`src/rtl/keypad_pkg.sv`:
```
// -----------------------------------------------------------------------------
// keypad_pkg
// Shared definitions for the 4x4 matrix keypad scan controller:
//   scan_state_t  - controller FSM states
//   KEY_A..KEY_HASH - codes of the non-digit keys (same map as module_detector)
//   ROW_IDLE      - row pattern with nothing pressed (rows are active-low)
//   COL_FIRST     - first column drive pattern after reset (column 0 low)
//   f_key_decode  - (row, column) pattern pair -> 4-bit key code
//   f_col_next    - next column in the scan rotation
// -----------------------------------------------------------------------------
package keypad_pkg;

    typedef enum logic [1:0] {
        S_SCAN,
        S_DEBOUNCE,
        S_HOLD,
        S_RELEASE
    } scan_state_t;

    localparam logic [3:0] KEY_A    = 4'd10;
    localparam logic [3:0] KEY_B    = 4'd11;
    localparam logic [3:0] KEY_C    = 4'd12;
    localparam logic [3:0] KEY_D    = 4'd13;
    localparam logic [3:0] KEY_STAR = 4'd14;
    localparam logic [3:0] KEY_HASH = 4'd15;

    localparam logic [3:0] ROW_IDLE  = 4'b1111;
    localparam logic [3:0] COL_FIRST = 4'b1110;

    // Rotate the single low bit one place up: 1110 -> 1101 -> 1011 -> 0111 -> 1110.
    function automatic logic [3:0] f_col_next(input logic [3:0] col);
        return {col[2:0], col[3]};
    endfunction

    // Lowest-index low row wins when several rows are low. An all-high row
    // never reaches here because a press is only captured on a non-idle row.
    function automatic logic [3:0] f_key_decode(input logic [3:0] row,
                                                input logic [3:0] col);
        logic [1:0] r;
        logic [1:0] c;
        logic [3:0] code;

        if (!row[0])      r = 2'd0;
        else if (!row[1]) r = 2'd1;
        else if (!row[2]) r = 2'd2;
        else              r = 2'd3;

        if (!col[0])      c = 2'd0;
        else if (!col[1]) c = 2'd1;
        else if (!col[2]) c = 2'd2;
        else              c = 2'd3;

        case ({r, c})
            4'h0:    code = 4'd1;
            4'h1:    code = 4'd2;
            4'h2:    code = 4'd3;
            4'h3:    code = KEY_A;
            4'h4:    code = 4'd4;
            4'h5:    code = 4'd5;
            4'h6:    code = 4'd6;
            4'h7:    code = KEY_B;
            4'h8:    code = 4'd7;
            4'h9:    code = 4'd8;
            4'hA:    code = 4'd9;
            4'hB:    code = KEY_C;
            4'hC:    code = KEY_STAR;
            4'hD:    code = 4'd0;
            4'hE:    code = KEY_HASH;
            4'hF:    code = KEY_D;
            default: code = 4'd0;
        endcase
        return code;
    endfunction

endpackage

```
`src/rtl/module_keypad_scan_ctrl_if.sv`:
```
// -----------------------------------------------------------------------------
// module_keypad_scan_ctrl_if
// Pin-side and result-side signals of the keypad scan controller.
//   row       keypad rows, active-low, asynchronous to the controller clock
//   column    column drive, active-low, at most one bit low
//   key_code  code of the last accepted key
//   key_valid one-cycle pulse on each newly accepted press
//   key_held  high from accept until the release is debounced
// master: the scan controller.  slave: keypad pins plus downstream consumer.
// -----------------------------------------------------------------------------
interface module_keypad_scan_ctrl_if;

    logic [3:0] row;
    logic [3:0] column;
    logic [3:0] key_code;
    logic       key_valid;
    logic       key_held;

    modport master (
        input  row,
        output column,
        output key_code,
        output key_valid,
        output key_held
    );

    modport slave (
        output row,
        input  column,
        input  key_code,
        input  key_valid,
        input  key_held
    );

endinterface

```
`src/rtl/module_sync2.sv`:
```
// -----------------------------------------------------------------------------
// module_sync2
// Two-flop synchronizer for the 4 keypad row lines. Resets to the idle row
// pattern so a reset never looks like a key press.
//   clk  in   system clock
//   rst  in   asynchronous active-high reset
//   d    in   4-bit asynchronous input
//   q    out  4-bit synchronized output, 2 cycles of latency
// -----------------------------------------------------------------------------
module module_sync2
    import keypad_pkg::*;
(
    input  logic       clk,
    input  logic       rst,
    input  logic [3:0] d,
    output logic [3:0] q
);

    logic [3:0] meta_p0;
    logic [3:0] sync_p1;

    always_ff @(posedge clk or posedge rst) begin
        if (rst) begin
            meta_p0 <= ROW_IDLE;
            sync_p1 <= ROW_IDLE;
        end else begin
            // stage 0: first flop may go metastable
            meta_p0 <= d;
            // stage 1: resolved copy used by the controller
            sync_p1 <= meta_p0;
        end
    end

    assign q = sync_p1;

endmodule

```
`src/rtl/module_keypad_scan_ctrl.sv`:
```
// -----------------------------------------------------------------------------
// module_keypad_scan_ctrl
// Scan controller for a 4x4 active-low matrix keypad. Walks a single low bit
// across the columns, samples the synchronized rows at the end of each column
// dwell, debounces press and release, and reports each accepted press once.
//   SCAN_TICKS      cycles each column is driven while scanning (>= 4)
//   DEBOUNCE_TICKS  stable cycles needed to accept a press or a release (>= 2)
//   clk             system clock
//   rst             asynchronous active-high reset
//   kp.row          keypad rows in (active-low, asynchronous)
//   kp.column       column drive out (active-low, one-hot-zero)
//   kp.key_code     last accepted key code, held until the next accept
//   kp.key_valid    one-cycle pulse on an accepted press
//   kp.key_held     high from accept until release is debounced
// -----------------------------------------------------------------------------
module module_keypad_scan_ctrl
    import keypad_pkg::*;
#(
    parameter int SCAN_TICKS     = 50000,
    parameter int DEBOUNCE_TICKS = 500000
) (
    input  logic                       clk,
    input  logic                       rst,
    module_keypad_scan_ctrl_if.master  kp
);

    localparam int DWELL_W = $clog2(SCAN_TICKS);
    localparam int DB_W    = $clog2(DEBOUNCE_TICKS);

    localparam logic [DWELL_W-1:0] DWELL_LAST = DWELL_W'(SCAN_TICKS - 1);
    localparam logic [DB_W-1:0]    DB_LAST    = DB_W'(DEBOUNCE_TICKS - 1);

    logic [3:0]         row_s;
    scan_state_t        state;
    logic [DWELL_W-1:0] dwell;
    logic [DB_W-1:0]    db_cnt;
    logic [3:0]         row_cap;
    logic [3:0]         column_q;
    logic [3:0]         key_code_q;
    logic               key_valid_q;
    logic               key_held_q;

    module_sync2 u_sync2 (
        .clk (clk),
        .rst (rst),
        .d   (kp.row),
        .q   (row_s)
    );

    // The column only moves in S_SCAN (dwell expired on an idle row), on a
    // failed debounce, or when a release completes; in every other state it
    // stays frozen on the column that produced the press.
    always_ff @(posedge clk or posedge rst) begin
        if (rst) begin
            state       <= S_SCAN;
            dwell       <= '0;
            db_cnt      <= '0;
            row_cap     <= ROW_IDLE;
            column_q    <= COL_FIRST;
            key_code_q  <= 4'd0;
            key_valid_q <= 1'b0;
            key_held_q  <= 1'b0;
        end else begin
            key_valid_q <= 1'b0;

            unique case (state)
                S_SCAN: begin
                    if (dwell == DWELL_LAST) begin
                        // SCAN_TICKS >= 4 covers the 2-cycle synchronizer, so
                        // this sample belongs to the column being driven now.
                        if (row_s != ROW_IDLE) begin
                            row_cap <= row_s;
                            db_cnt  <= '0;
                            state   <= S_DEBOUNCE;
                        end else begin
                            column_q <= f_col_next(column_q);
                            dwell    <= '0;
                        end
                    end else begin
                        dwell <= dwell + 1'b1;
                    end
                end

                S_DEBOUNCE: begin
                    if (row_s == row_cap) begin
                        if (db_cnt == DB_LAST) begin
                            key_code_q  <= f_key_decode(row_cap, column_q);
                            key_valid_q <= 1'b1;
                            key_held_q  <= 1'b1;
                            state       <= S_HOLD;
                        end else begin
                            db_cnt <= db_cnt + 1'b1;
                        end
                    end else begin
                        // Bounce or early release: give up silently and move on.
                        db_cnt   <= '0;
                        column_q <= f_col_next(column_q);
                        dwell    <= '0;
                        state    <= S_SCAN;
                    end
                end

                S_HOLD: begin
                    // No auto-repeat: only a full debounced release leaves here.
                    if (row_s == ROW_IDLE) begin
                        db_cnt <= '0;
                        state  <= S_RELEASE;
                    end
                end

                S_RELEASE: begin
                    if (row_s != ROW_IDLE) begin
                        db_cnt <= '0;
                        state  <= S_HOLD;
                    end else if (db_cnt == DB_LAST) begin
                        key_held_q <= 1'b0;
                        db_cnt     <= '0;
                        column_q   <= f_col_next(column_q);
                        dwell      <= '0;
                        state      <= S_SCAN;
                    end else begin
                        db_cnt <= db_cnt + 1'b1;
                    end
                end

                default: begin
                    state <= S_SCAN;
                end
            endcase
        end
    end

    assign kp.column    = column_q;
    assign kp.key_code  = key_code_q;
    assign kp.key_valid = key_valid_q;
    assign kp.key_held  = key_held_q;

endmodule

```
`src/flat_wrapper.sv`:
```
// flat-port wrapper written by rule: the top's interface ports become plain ports
module module_keypad_scan_ctrl_flat import keypad_pkg::*;
#(
    parameter int SCAN_TICKS     = 50000,
    parameter int DEBOUNCE_TICKS = 500000
)
  (clk, rst, kp_row, kp_column, kp_key_code, kp_key_valid, kp_key_held);
  module_keypad_scan_ctrl_if kp_i ();
  input  logic clk;
  input  logic rst;
  input wire logic [$bits(kp_i.row)-1:0] kp_row;
  output wire logic [$bits(kp_i.column)-1:0] kp_column;
  output wire logic [$bits(kp_i.key_code)-1:0] kp_key_code;
  output wire logic [$bits(kp_i.key_valid)-1:0] kp_key_valid;
  output wire logic [$bits(kp_i.key_held)-1:0] kp_key_held;
  assign kp_i.row = kp_row;
  assign kp_column = kp_i.column;
  assign kp_key_code = kp_i.key_code;
  assign kp_key_valid = kp_i.key_valid;
  assign kp_key_held = kp_i.key_held;
  module_keypad_scan_ctrl #(.SCAN_TICKS(SCAN_TICKS), .DEBOUNCE_TICKS(DEBOUNCE_TICKS)) u_core (.clk(clk), .rst(rst), .kp(kp_i));
endmodule
```
`config.mk`:
```
export PLATFORM = sky130hd
export DESIGN_NAME = module_keypad_scan_ctrl_flat
export DESIGN_NICKNAME = d
export VERILOG_FILES = /design/src/rtl/keypad_pkg.sv /design/src/rtl/module_keypad_scan_ctrl_if.sv /design/src/rtl/module_sync2.sv /design/src/rtl/module_keypad_scan_ctrl.sv /design/src/flat_wrapper.sv
export SDC_FILE = /design/constraint.sdc
export NUM_CORES = 1
export LEC_CHECK = 0
export BUFFER_PORTS_ARGS = -buffer_cell sky130_fd_sc_hd__buf_2
export CORE_MARGIN = 4
export CORE_UTILIZATION = 50
export CTS_BUF_LIST = sky130_fd_sc_hd__clkbuf_4 sky130_fd_sc_hd__clkbuf_8
export DETAILED_ROUTE_END_ITERATION = 8
export PLACE_DENSITY = 0.66
export SLEW_MARGIN = 40
export SYNTH_ARGS = -nofsm -noshare
export SYNTH_HDL_FRONTEND = slang
export SYNTH_SLANG_ARGS = --single-unit
```
`constraint.sdc`:
```
create_clock -name clk -period 3.72 [get_ports clk]
set_clock_uncertainty 0.05 [all_clocks]
set_input_delay 0.372 -clock clk [delete_from_list [all_inputs] [get_ports clk]]
set_output_delay 0.372 -clock clk [all_outputs]
set_load 0.01 [all_outputs]
```
==> impl_metrics.csv <==
group,metric,value,unit
floorplanning,core_area,6030,sq um
synthesis,synthesis.area,3170,sq um
timing,post-route-min-period,2.86,ns
cells_and_area,drive_gt1_share,18.4,%
drt,drtAntennaViolNets,0,
drt,drtIter0Drc,157,
clocking,clk_path_buf_depth,2,
timing,hold_violations,0,
global_routing,grt_overflow,0,
synthesis,syn_area_per_cell,9.58,sq um
global_routing,grtUsageTotal,18.8,%
drt,routed_wl,6590,microns
global_routing,grt_start_max_net_pins,37,
worst_setup_path,critPathTopFamily,"simple AND/OR/NAND/NOR gates",
floorplanning,initial_core_util,52.6,%
clocking,cts-buffers-inserted,9,
worst_setup_path,cp.arrival,3.02,ns
power_and_ir_drop,vdd.ir_drop.worst,0.000334,V
worst_setup_path,cp-endpoint,"u_core.kp.column[0]",
worst_setup_path,cpMaxStageDelayCell,"or4b_4",
cells_and_area,area_growth_syn_to_layout,11.6,%
global_routing,met3_usage,4.23,%
worst_setup_path,worstPathMaxFanout,19,
synthesis,yosysWarnings,0,
worst_setup_path,max_stage_delay,0.58,ns
timing,tns,0,ns
drt,routedWlPerCell,15.4,microns
drt,via_count,2560,
floorplanning,die_h,87.6,microns
drt,firstDrtPassIters,4,
timing,tightest_slew,0.687,ns
synthesis,synthCells,331,
synthesis,synth_edf_count,0,
global_routing,grt_pass1_vias,2388,
placed_design,dp_hpwl,4420,microns
worst_setup_path,critPathLaunch,"u_core.dwell[7]",
clocking,cts_tree,"yes",
placed_design,gp_congestion,0.792,
cells_and_area,antenna_cells,0,
power_and_ir_drop,p_leak,1.49,nW
placed_design,dpl-instance-area,3310,sq um
worst_setup_path,reg2reg_to,"u_core.kp.column[0]",
power_and_ir_drop,powerDensity,379,nW/um^2
synthesis,seq_area_frac_synth,47.1,%
synthesis,async_flop_share,100,%
clocking,post_cts_buffers,0,
clocking,clock_latency,0.33,ns
placed_design,pre_cts_ws,0.876,ns
drt,vias_per_cell,5.97,
job,drv_cap,0,
worst_setup_path,required,3.88,ns
worst_setup_path,path_class,"reg2reg",
timing,fin_ws,0.858,ns
global_routing,use_met1,27.0,%
timing,grt_setup_unrepaired,"false",
worst_setup_path,critPathLaunchType,"flop",
worst_setup_path,path_buf_inv,1,
cells_and_area,stdcell_area,3540,sq um
worst_hold_path,hp-class,"in2async",
clocking,cts_sinks,59,
global_routing,grt_pass1_wl,11300,microns
placed_design,portBuffers,15,
timing,setup_viol,0,
floorplanning,rows,28,
floorplanning,die_area,7680,sq um
worst_setup_path,reg2reg_depth,7,
clocking,cts_hold_repair.buffers,0,
synthesis,yosysUniqueCellTypes,58,
worst_setup_path,worst-path-stages,7,
clocking,cts_root_buf,"clkbuf_8",
timing,fin_hold_ws,0.0567,ns
timing,max_clock_freq,0.349,GHz
worst_setup_path,reg2reg_from,"u_core.dwell[7]",
floorplanning,die_x,87.6,microns
global_routing,grt_busiest_layer,"met2",
clocking,clk_pin_slew,0.07,ns
worst_setup_path,crit_chain,"or4b_4 > or4_4 > o21ba_1 > o21ai_4 > buf_4 > nand2b_2 > mux2_1",
timing,relSlewSlack,53.8,%
worst_setup_path,rrSetupSlack,0.86,ns
floorplanning,io_pins,16,
clocking,cts_resized,0,
timing,fin_crit_sh,76.9,%
clocking,cts_max_level,3,
global_routing,met2_usage,28.2,%
synthesis,ys.flop_type,"dfrtp_1",
global_routing,antenna_found_initial,0,
drt,drc_errors,0,
power_and_ir_drop,total_power,1.34,mW
timing,slew_viol_final,0,
synthesis,synth_seq_cells,59,
synthesis,synth_nets,343,
outcome,outcome,"finished clean",
worst_setup_path,crit_path_end_kind,"flop",
cells_and_area,layout.nets,361,
sequential cells by signal, summed over array words and instances, names as in the netlist:
name                    count
u_core.kp.key_code          4
u_core.u_sync2.q            4
u_core.dwell               16
u_core.row_cap              4
u_core.db_cnt              19
u_core.kp.key_valid         1
u_core.state                2
u_core.u_sync2.meta_p0      4
u_core.kp.key_held          1
u_core.kp.column            4
layout make-up:
cell class	instances	area, sq um
Clock buffer	11	151
Clock inverter	5	75.1
Fill cell	528	2490
Inverter	16	61.3
Multi-Input combinational cell	244	1560
Sequential cell	59	1500
Tap cell	75	93.8
Timing Repair Buffer	19	105
stage by stage:
stage	cells	util, %
final	429	58.7
after global routing	429	58.7
after CTS	429	58.7
after detailed placement	413	55.0
after global placement	413	55.0
after floorplan	331	-
worst min path at each step:
stage,depth (start not counted),to,start
2_1_floorplan,0,u_core.u_sync2.q[0],u_core.u_sync2.meta_p0[0]
3_3_place_gp,0,u_core.u_sync2.q[0],u_core.u_sync2.meta_p0[0]
3_5_place_dp,0,u_core.u_sync2.q[0],u_core.u_sync2.meta_p0[0]
4_1_cts,1,u_core.u_sync2.meta_p0[1],kp_row[1]
5_1_grt,1,u_core.u_sync2.meta_p0[1],kp_row[1]
6_report,2,u_core.db_cnt[0],rst
cells in the final DEF (no fill, tap or decap), types with 3 or more instances in the layout:
cell,n
nor3_1,7
mux2_1,3
buf_2,15
xnor2_1,4
or3_1,3
clkinv_2,4
o21ai_0,30
mux2i_1,5
o21bai_1,3
dfstp_2,15
and4_1,3
buf_4,4
a2bb2oi_1,3
nand2_1,40
nor2b_1,3
mux2_2,3
o21ai_1,5
nor2_1,16
o211ai_1,3
clkbuf_8,11
nor4b_1,3
ha_1,6
a21oi_1,14
or4_1,6
and3_1,6
nand3_1,18
nand4_1,4
a31oi_1,4
and2_1,4
o31ai_1,13
dfrtp_1,44
nand2b_1,5
inv_1,15
cells by family (layout without fill, tap and decap cells):
kind of cell | Yosys count | after routing | share of synthesized area [%]
and+or+nand+nor | 131 | 131 | 22.9
AOI/OAI and AO/OA | 92 | 92 | 19.0
DFF | 59 | 59 | 47.1
buffers and inverters | 28 | 51 | 3.75
muxes | 11 | 11 | 3.71
adders and majority gates | 6 | 6 | 2.37
xor gates and xnor gates | 4 | 4 | 1.10
cell usage after synthesis (all sizes together) (7+ instances only):
| master | number | area (sq um) |
|---|---|---|
| nor2 | 16 | 60.1 |
| a21oi | 15 | 78.8 |
| dfstp | 15 | 394 |
| or4 | 8 | 67.6 |
| nand3 | 18 | 90.1 |
| nand2 | 40 | 150 |
| dfrtp | 44 | 1100 |
| o31ai | 13 | 97.6 |
| nor3 | 7 | 35.0 |
| o21ai | 37 | 200 |
| clkbuf | 8 | 30.0 |
| inv | 16 | 60.1 |
where the power goes:
part | internal (mW) | switching, mW | leakage, nW | total [mW]
Sequential | 0.650 | 0.00343 | 0.757 | 0.653
Clock | 0.410 | 0.256 | 0.119 | 0.666
Combinational | 0.00448 | 0.0154 | 0.617 | 0.0199
worst register-to-register path: stages, from the launching register on:
cell and delay, ns:
dfrtp_1 0.42, or4b_4 0.58, or4_4 0.57, o21ba_1 0.24
o21ai_4 0.12, buf_4 0.23, nand2b_2 0.20, mux2_1 0.34
per-layer routing:
metal  part of all wire [%]  wire length [microns]  up-vias
met5                      0                      0        -
met4                    1.1                     70        0
met3                    3.2                    211        4
met2                     44                   2930       39
met1                     51                   3380     1259
li1                       -                      -     1258
No activity file was read; power rests on OpenSTA's default activity.
